==> config.mk <==
export PLATFORM = sky130hd
export DESIGN_NAME = seg7_scan_driver
export DESIGN_NICKNAME = d
export VERILOG_FILES = /design/src/rtl/seg7_pkg.sv /design/src/rtl/hex_to_seg7.sv /design/src/rtl/seg7_scan_driver.sv
export SDC_FILE = /design/constraint.sdc
export NUM_CORES = 1
export LEC_CHECK = 0
export CORE_MARGIN = 3
export CORE_UTILIZATION = 30
export DETAILED_ROUTE_END_ITERATION = 6
export RECOVER_POWER = 25
export SYNTH_ARGS = -nofsm -noshare
export SYNTH_HDL_FRONTEND = slang
export SYNTH_SLANG_ARGS = --single-unit
==> constraint.sdc <==
create_clock -name clk -period 3.04 [get_ports clk]
set_input_delay 0.608 -clock clk [delete_from_list [all_inputs] [get_ports clk]]
set_output_delay 0.608 -clock clk [all_outputs]
set_load 0.05 [all_outputs]
==> src/rtl/seg7_pkg.sv <==
// Shared constants for the four-digit seven-segment scanner: digit count,
// the active-low hex glyph set {g,f,e,d,c,b,a} and the all-off pattern.
package seg7_pkg;

    localparam int DIGITS = 4;
    localparam int NIB_W  = 4;

    typedef logic [1:0] digit_idx_t;

    // Active-low glyphs, bit order {g,f,e,d,c,b,a}
    localparam logic [6:0] SEG_0 = 7'b1000000;
    localparam logic [6:0] SEG_1 = 7'b1111001;
    localparam logic [6:0] SEG_2 = 7'b0100100;
    localparam logic [6:0] SEG_3 = 7'b0110000;
    localparam logic [6:0] SEG_4 = 7'b0011001;
    localparam logic [6:0] SEG_5 = 7'b0010010;
    localparam logic [6:0] SEG_6 = 7'b0000010;
    localparam logic [6:0] SEG_7 = 7'b1111000;
    localparam logic [6:0] SEG_8 = 7'b0000000;
    localparam logic [6:0] SEG_9 = 7'b0010000;
    localparam logic [6:0] SEG_A = 7'b0001000;
    localparam logic [6:0] SEG_B = 7'b0000011;
    localparam logic [6:0] SEG_C = 7'b1000110;
    localparam logic [6:0] SEG_D = 7'b0100001;
    localparam logic [6:0] SEG_E = 7'b0000110;
    localparam logic [6:0] SEG_F = 7'b0001110;

    // All segments dark
    localparam logic [6:0] BLANK = 7'h7F;

    // Active-low one-hot anode pattern selecting a single digit
    function automatic logic [DIGITS-1:0] anode_mask(input digit_idx_t idx);
        return ~(4'b0001 << idx);
    endfunction

endpackage

==> src/rtl/hex_to_seg7.sv <==
// Combinational nibble-to-glyph decoder for a common-anode seven-segment digit.
module hex_to_seg7
    import seg7_pkg::*;
(
    input  logic [NIB_W-1:0] nibble_i,
    output logic [6:0]       seg_o
);

    // Full 16-entry hex lookup; the default only guards against X propagation
    always_comb begin
        seg_o = BLANK;
        case (nibble_i)
            4'h0: seg_o = SEG_0;
            4'h1: seg_o = SEG_1;
            4'h2: seg_o = SEG_2;
            4'h3: seg_o = SEG_3;
            4'h4: seg_o = SEG_4;
            4'h5: seg_o = SEG_5;
            4'h6: seg_o = SEG_6;
            4'h7: seg_o = SEG_7;
            4'h8: seg_o = SEG_8;
            4'h9: seg_o = SEG_9;
            4'hA: seg_o = SEG_A;
            4'hB: seg_o = SEG_B;
            4'hC: seg_o = SEG_C;
            4'hD: seg_o = SEG_D;
            4'hE: seg_o = SEG_E;
            4'hF: seg_o = SEG_F;
            default: seg_o = BLANK;
        endcase
    end

endmodule

==> src/rtl/seg7_scan_driver.sv <==
// Four-digit multiplexed seven-segment scanner. A shadow register collects
// loads during a frame and is promoted to the displayed value only at the
// frame boundary, so a frame never shows a mix of two values. Each digit
// slot starts with an anode-off guard interval to suppress ghosting, and
// leading zeros can optionally be blanked.
module seg7_scan_driver
    import seg7_pkg::*;
#(
    parameter int DIV_W = 16,
    parameter int GUARD = 64
)
(
    input  logic        clk,
    input  logic        rst_n,
    input  logic [15:0] value,
    input  logic        load,
    input  logic        blank_lz,
    input  logic [3:0]  dp,
    output logic [6:0]  seg,
    output logic        dp_n,
    output logic [3:0]  an,
    output logic        frame_done
);

    localparam logic [DIV_W-1:0] GUARD_CNT = DIV_W'(GUARD);

    // Scan state
    logic [DIV_W-1:0] presc_q, presc_d;
    digit_idx_t       idx_q, idx_d;
    logic             blank_en_q, blank_en_d;

    // Double buffer
    logic [15:0]      shadow_q, shadow_d;
    logic [15:0]      active_q, active_d;
    logic             pending_q, pending_d;

    // Registered outputs
    logic [6:0]       seg_q, seg_d;
    logic             dp_n_q, dp_n_d;
    logic [3:0]       an_q, an_d;
    logic             frame_done_q, frame_done_d;

    // Decode helpers
    logic                        tc;
    logic                        boundary;
    logic [DIGITS-1:0][NIB_W-1:0] nibbles;
    logic [DIGITS-1:0]           upper_zero;
    logic [NIB_W-1:0]            cur_nibble;
    logic [6:0]                  glyph;
    logic                        digit_blank;
    logic                        in_guard;

    // Split the displayed value into digits and flag, per digit, whether it
    // and every more-significant digit are zero (leading-zero candidate)
    generate
        for (genvar gi = 0; gi < DIGITS; gi++) begin : g_digit
            assign nibbles[gi]    = active_q[NIB_W*gi +: NIB_W];
            assign upper_zero[gi] = (active_q[15 : NIB_W*gi] == '0);
        end
    endgenerate

    assign cur_nibble = nibbles[idx_q];

    hex_to_seg7 u_hex_to_seg7 (
        .nibble_i (cur_nibble),
        .seg_o    (glyph)
    );

    // Prescaler, digit index and double-buffer next-state logic
    always_comb begin
        tc         = &presc_q;
        boundary   = tc && (idx_q == 2'd3);

        presc_d    = presc_q + 1'b1;
        idx_d      = tc ? idx_q + 2'd1 : idx_q;
        // blank_lz is captured once per slot so a slot never half-blanks
        blank_en_d = tc ? blank_lz : blank_en_q;

        shadow_d   = shadow_q;
        active_d   = active_q;
        pending_d  = pending_q;

        if (boundary) begin
            // A load landing exactly on the boundary bypasses the shadow
            if (load) begin
                active_d = value;
                shadow_d = value;
            end else if (pending_q) begin
                active_d = shadow_q;
            end
            pending_d = 1'b0;
        end else if (load) begin
            // Later loads in the same frame simply overwrite the shadow
            shadow_d  = value;
            pending_d = 1'b1;
        end
    end

    // Output pattern for the current prescaler/idx state, registered below
    always_comb begin
        digit_blank  = blank_en_q && (idx_q != 2'd0) && upper_zero[idx_q];
        in_guard     = (presc_q < GUARD_CNT);
        frame_done_d = boundary;

        if (digit_blank) begin
            // Blanking wins over the decimal point request
            seg_d  = BLANK;
            dp_n_d = 1'b1;
            an_d   = 4'hF;
        end else begin
            // During the guard the segments already carry the new digit
            seg_d  = glyph;
            dp_n_d = ~dp[idx_q];
            an_d   = in_guard ? 4'hF : anode_mask(idx_q);
        end
    end

    // State and output registers with asynchronous active-low reset
    always_ff @(posedge clk or negedge rst_n) begin
        if (!rst_n) begin
            presc_q      <= '0;
            idx_q        <= 2'd0;
            blank_en_q   <= 1'b0;
            shadow_q     <= 16'h0000;
            active_q     <= 16'h0000;
            pending_q    <= 1'b0;
            seg_q        <= BLANK;
            dp_n_q       <= 1'b1;
            an_q         <= 4'hF;
            frame_done_q <= 1'b0;
        end else begin
            presc_q      <= presc_d;
            idx_q        <= idx_d;
            blank_en_q   <= blank_en_d;
            shadow_q     <= shadow_d;
            active_q     <= active_d;
            pending_q    <= pending_d;
            seg_q        <= seg_d;
            dp_n_q       <= dp_n_d;
            an_q         <= an_d;
            frame_done_q <= frame_done_d;
        end
    end

    assign seg        = seg_q;
    assign dp_n       = dp_n_q;
    assign an         = an_q;
    assign frame_done = frame_done_q;

endmodule
==> run_results.csv, run 1 <==
group,metric,value,unit
synthesis,ys_types,36,
drt,num_vias,1798,
power,intPower,0.00127,W
power,p_clk_share,40.1,%
timing,clock-skew-final,0.00857,ns
placed_design,place.gp.congestion,0.761,
power,power_density,447,nW/um2
synthesis,yosys.cell_count.top_type,"dfrtp_1",
clocking,clock_sinks,65,
floorplan,start_util,31.7,%
global_route,grt_overflow_total,0,
power,p_seq_share,54.6,%
clocking,post_cts_buffers,0,
clocking,numCtsBuffers,9,
placed_design,port-buffer-count,36,
floorplan,die_y,106,um
final_layout,instances_no_fill,397,
clocking,htreeDepth,3,
timing,min_period_over_period,74.3,%
synthesis,netlist.area_leader.share,44.3,%
clocking,path_clk_slew,0.07,ns
critical_path,critPathSlowestCell,"clkdlybuf4s50_1",
timing,hold_violations,0,
critical_path,path_buf_inv,1,
timing,tightestPinTransition,1.54,ns
synthesis,netlist_instances,221,
critical_path,cp_slowest_stage_delay,0.80,ns
clocking,clk_latency,0.34,ns
clocking,cts_resized,0,
final_layout,num_antenna_cells,0,
critical_path,cp_cell_sequence,"clkdlybuf4s50_1",
clocking,cts_tree,"yes",
power,combPwrFrac,5.2,%
clocking,clockBufferDepth,2,
final_layout,nets,298,
power,sw_frac_of_total,22.2,%
final_layout,multi_input_area,1280,um2
critical_path,startpoint_type,"flop",
critical_path,critPathArrivalTime,1.65,ns
synthesis,synth_largest_area_cell,"dfrtp_1",
timing,max_slew_margin,-2.58,%
synthesis,synthTopCellsByCount,"dfrtp_1, mux2_2, nand3_1, dfstp_2",
critical_path,path_class,"flop to output pin",
floorplan,die_w,106,um
placed_design,dp.cells,381,
power,peakVddDrop,0.000164,V
critical_path,crit_family,"buffers and inverters",
floorplan,placementRows,35,
power,power.leakage,1.59,nW
global_route,antenna_found_initial,0,
timing,timing.setup.tns,0,ns
synthesis,synth.avg_cell_area,13.6,um2
flow_run,max-cap-violations,1,
synthesis,synth_area_leaders,"dfrtp_1, mux2_2, dfstp_2",
final_layout,syn_to_final_growth,22.1,%
critical_path,worstPathRequired,2.43,ns
floorplan,core,9460,um2
drt,drt-vias-per-instance,4.53,
synthesis,netlist_area,3000,um2
final_layout,seq_area,1640,um2
clocking,cts_root_buffer,"clkbuf_8",
critical_path,r2r_setup_slack,0.90,ns
timing,fmax,443,MHz
synthesis,ys_seq_elements,65,
worst_hold_path,hold_path.class,"flop to flop",
synthesis,synth_ff_type,"dfrtp_1",
global_route,grt_pass1_wl,9520,um
drt,dr.pass1.iters,4,
critical_path,critPathMaxFanout,1,
timing,final_max_slew_viol_count,66,
drt,wirelength,5330,um
timing,post-route-min-period,2.26,ns
drt,drc,0,
global_route,grt_pass1_vias,1924,
synthesis,syn-num-nets,256,
critical_path,endpoint_kind,"output pin",
final_layout,drive_above_1_share,30.2,%
final_layout,fillerInstances,916,
drt,wire_per_inst,13.4,um
synthesis,synth_edf_count,0,
drt,drtIter0Drc,81,
timing,rsz0062_at_grt,"no",
floorplan,ios,37,
drt,antenna_left,0,
power,power_switching,0.000362,W
synthesis,synthArstFlopShare,100,%
floorplan,die_area,11200,um2
placed_design,hpwl,3880,um
timing,finalSetupViolations,0,
global_route,grt_usage,10.8,%
synthesis,yosys_warnings,0,
global_route,grt_start_max_net_pins,66,
status,violations,"capacitance limit, slew limit",
synthesis,yosysSeqAreaShare,54.8,%
clocking,hold_buffers,0,
status,status,"complete, but fails checks",
cell usage in the layout, fill, tap and decap left out, types with 4 or more instances in the layout:
cell	count
clkbuf_8	11
clkdlybuf4s50_1	35
dfrtp_1	53
dfstp_2	12
ha_1	11
inv_1	5
mux2_2	35
mux4_2	6
nand2_1	10
nand3_1	16
nor2_1	6
nor4_1	6
o21ai_0	4
xnor2_1	11
xor2_1	8
power groups by stage:
stage | sequential, W | combinational, W | clock [W]
detailed placement | 0.000908 | 0.0000887 | 0
global placement | 0.000908 | 0.0000881 | 0
finish | 0.000892 | 0.0000854 | 0.000655
global route | 0.000894 | 0.0000971 | 0.000730
CTS | 0.000893 | 0.0000892 | 0.000678
floorplan | 0.000909 | 0.0000329 | 0
state kept, by name (all words and copies together) (netlist names):
name        cells
active_q       16
presc_q        16
shadow_q       16
seg             7
an              4
idx_q           2
blank_en_q      1
dp_n            1
frame_done      1
pending_q       1
layout make-up:
cell class	count	share of cell area, %
Sequential cell	65	44.9
Multi-Input combinational cell	143	35.0
Timing Repair Buffer	39	10.3
Tap cell	129	4.41
Clock buffer	11	4.14
Clock inverter	5	0.821
Inverter	5	0.513
cells by family after synthesis:
group / after synthesis / synth area share (%)
AO/OA/AOI/OAI: 15 / 3.26
XOR/XNOR: 19 / 5.56
adder cells (fa/ha/maj): 11 / 4.59
buffers and inverters: 13 / 2.51
flip-flops: 65 / 54.8
multiplexers: 41 / 17.7
AND/OR/NAND/NOR: 57 / 11.6
metal layers:
layer | vias to the layer above | wire (um) | GRT usage [%] | share of wire [%]
met2 | 36 | 2430 | 16.6 | 46
met4 | 0 | 84 | 4.16 | 1.6
met1 | 879 | 2560 | 14.0 | 48
met5 | - | 0 | 0 | 0
met3 | 9 | 253 | 3.70 | 4.7
li1 | 874 | - | - | -
through the flow:
stage	utilization [%]	setup WS, ns	power, W	hold WS, ns	area, um2
after global placement	36.8	0.877	0.000996	0.485	3480
after CTS	38.7	0.752	0.00166	0.468	3660
after floorplan	-	1.06	0.000942	0.312	3000
final	38.7	0.782	0.00163	0.493	3660
after detailed placement	36.8	0.855	0.000997	0.485	3480
after global routing	38.7	0.730	0.00172	0.504	3660
worst paths after layout:
path,startpoint,endpoint,cells after the start
setup / recovery,an[0],an[0],1
hold / removal,shadow_q[5],shadow_q[5],1
setup reg to reg,idx_q[0],seg[3],5
hold reg to reg,shadow_q[5],shadow_q[5],1
max in group asynchronous,rst_n,presc_q[15],2
min in group asynchronous,rst_n,shadow_q[1],2
No activity file was read; power rests on OpenSTA's default activity.
==> run 2: changes to the inputs <==
==> constraint.sdc (replaced) <==
create_clock -name clk -period 2.23 [get_ports clk]
set_input_delay 0.446 -clock clk [delete_from_list [all_inputs] [get_ports clk]]
set_output_delay 0.446 -clock clk [all_outputs]
set_load 0.05 [all_outputs]
==> run 2 against run 1 <==
The run now ends clean. Utilization rose by 0.78 points. First-iteration DRC count fell by 44%. Final cell count rose by 1.0%. Worst hold slack got worse by 0.25 ns. Global-route usage fell by 0.056 points. Critical path type unchanged.
==> run_results.csv, run 2 (synthesis gave the netlist of run 1 again) <==
group,metric,value,unit
final_layout,final_common_cell,"dfrtp_1",
critical_path,path_class,"flop to output pin",
drt,drc,0,
drt,drtIter0Drc,45,
final_layout,syn_to_final_growth,24.6,%
timing,timing.setup.tns,0,ns
critical_path,endpoint_kind,"output pin",
drt,wirelength,5490,um
drt,wl_met1,2640,um
final_layout,final_cell_mix,"dfrtp_1, mux2_2, clkdlybuf4s50_1",
final_layout,fillerInstances,924,
global_route,grt_start_max_net_pins,35,
global_route,grt_pass1_wl,9570,um
drt,antenna_left,0,
clocking,numCtsBuffers,9,
power,total_power,0.00240,W
timing,final_max_slew_viol_count,0,
global_route,grt_pass1_vias,1914,
global_route,grt_overflow_total,0,
drt,dr.pass1.iters,4,
clocking,cts_tree,"yes",
drt,wire_per_inst,13.7,um
final_layout,multi_input_area,1280,um2
critical_path,rr_startpoint,"idx_q[0]",
clocking,htreeDepth,3,
final_layout,num_antenna_cells,0,
critical_path,critPathSlowestCell,"clkdlybuf4s50_1",
timing,rsz0062_at_grt,"no",
global_route,antenna_found_initial,0,
timing,max_slew_margin,36.1,%
clocking,clock_sinks,65,
drt,maxUsedRoutingLayer,"met4",
clocking,post_cts_buffers,0,
timing,hold_violations,0,
critical_path,startpoint_type,"flop",
critical_path,path_buf_inv,1,
drt,num_vias,1847,
final_layout,fin_util,39.4,%
placed_design,port-buffer-count,36,
drt,wl_met2,2540,um
final_layout,largestRegisters,"active_q: 16 flops, presc_q: 16 flops, shadow_q: 16 flops",
critical_path,crit_family,"buffers and inverters",
final_layout,seq_area,1640,um2
clocking,clk_latency,0.33,ns
clocking,cts_root_buffer,"clkbuf_8",
floorplan,die_w,106,um
critical_path,cp_cell_sequence,"clkdlybuf4s50_1",
timing,clock-skew-final,0.00813,ns
floorplan,ios,37,
clocking,cts_resized,0,
global_route,grt_usage,10.7,%
drt,wl_met3,218,um
timing,finalSetupViolations,0,
floorplan,die_y,106,um
final_layout,nets,303,
timing,min_period_over_period,93.8,%
placed_design,hpwl,4170,um
power,power_density,643,nW/um2
power,peakVddDrop,0.000231,V
floorplan,start_util,31.7,%
final_layout,drive_above_1_share,29.8,%
critical_path,critPathArrivalTime,1.65,ns
clocking,path_clk_slew,0.07,ns
floorplan,die_area,11200,um2
clocking,clockBufferDepth,2,
clocking,hold_buffers,0,
critical_path,critPathMaxFanout,1,
floorplan,placementRows,35,
status,status,"finished clean",
worst_hold_path,hold_path.class,"primary input to async pin",
flow_run,max-cap-violations,0,
critical_path,worstPathRequired,1.78,ns
floorplan,core,9460,um2
timing,tightestPinTransition,0.959,ns
placed_design,place.gp.congestion,0.781,
critical_path,crit_start,"seg[5]",
critical_path,cp_slowest_stage_delay,0.80,ns
drt,drt-vias-per-instance,4.61,
timing,post-route-min-period,2.09,ns
timing,fmax,478,MHz
power,power.leakage,1.63,nW
run 2: layer usage:
metal	up-vias	track usage [%]
met3	10	2.73
li1	886	-
met5	-	0
met4	0	4.90
met1	920	14.4
met2	31	16.3
run 2: worst register-to-register path, cell delays in order (launching register included):
cell     delay, ns
dfrtp_1       0.50
mux4_2        0.62
ha_1          0.28
or2_2         0.31
a21oi_1       0.13
o21ai_0       0.09
run 2: worst paths after layout:
kind / end / slack [ns] / cells past startpoint
setup / recovery: seg[5] / 0.14 / 1
hold / removal: pending_q / 0.24 / 1
setup reg to reg: seg[3] / 0.22 / 5
hold reg to reg: presc_q[4] / 0.49 / 1
max in group asynchronous: shadow_q[14] / 0.61 / 2
min in group clk: presc_q[4] / 0.49 / 1
run 2: layout make-up:
cell class / instances / area share [%]
clock buffer: 12 / 3.89
tap: 129 / 4.33
sequential: 65 / 44.0
multi-input combinational: 143 / 34.3
timing repair buffer: 44 / 11.3
clock inverter: 3 / 1.74
inverter: 5 / 0.503
run 2: where the power goes:
group	leakage [nW]	internal, W	total, W	switching, W
Combinational	0.710	0.0000659	0.000119	0.0000531
Clock	0.106	0.000653	0.00106	0.000411
Sequential	0.810	0.00121	0.00122	0.00000680
Total	1.63	0.00193	0.00240	0.000471
run 2: metrics by stage:
| stage | instances | setup slack [ns] | hold slack (ns) | cell area, um2 |
|---|---|---|---|---|
| floorplan | 221 | 0.246 | 0.150 | 3000 |
| global placement | 386 | 0.156 | 0.413 | 3540 |
| detailed placement | 386 | 0.129 | 0.415 | 3540 |
| CTS | 401 | 0.101 | 0.0488 | 3750 |
| global route | 401 | 0.0921 | 0.327 | 3730 |
| finish | 401 | 0.138 | 0.242 | 3730 |
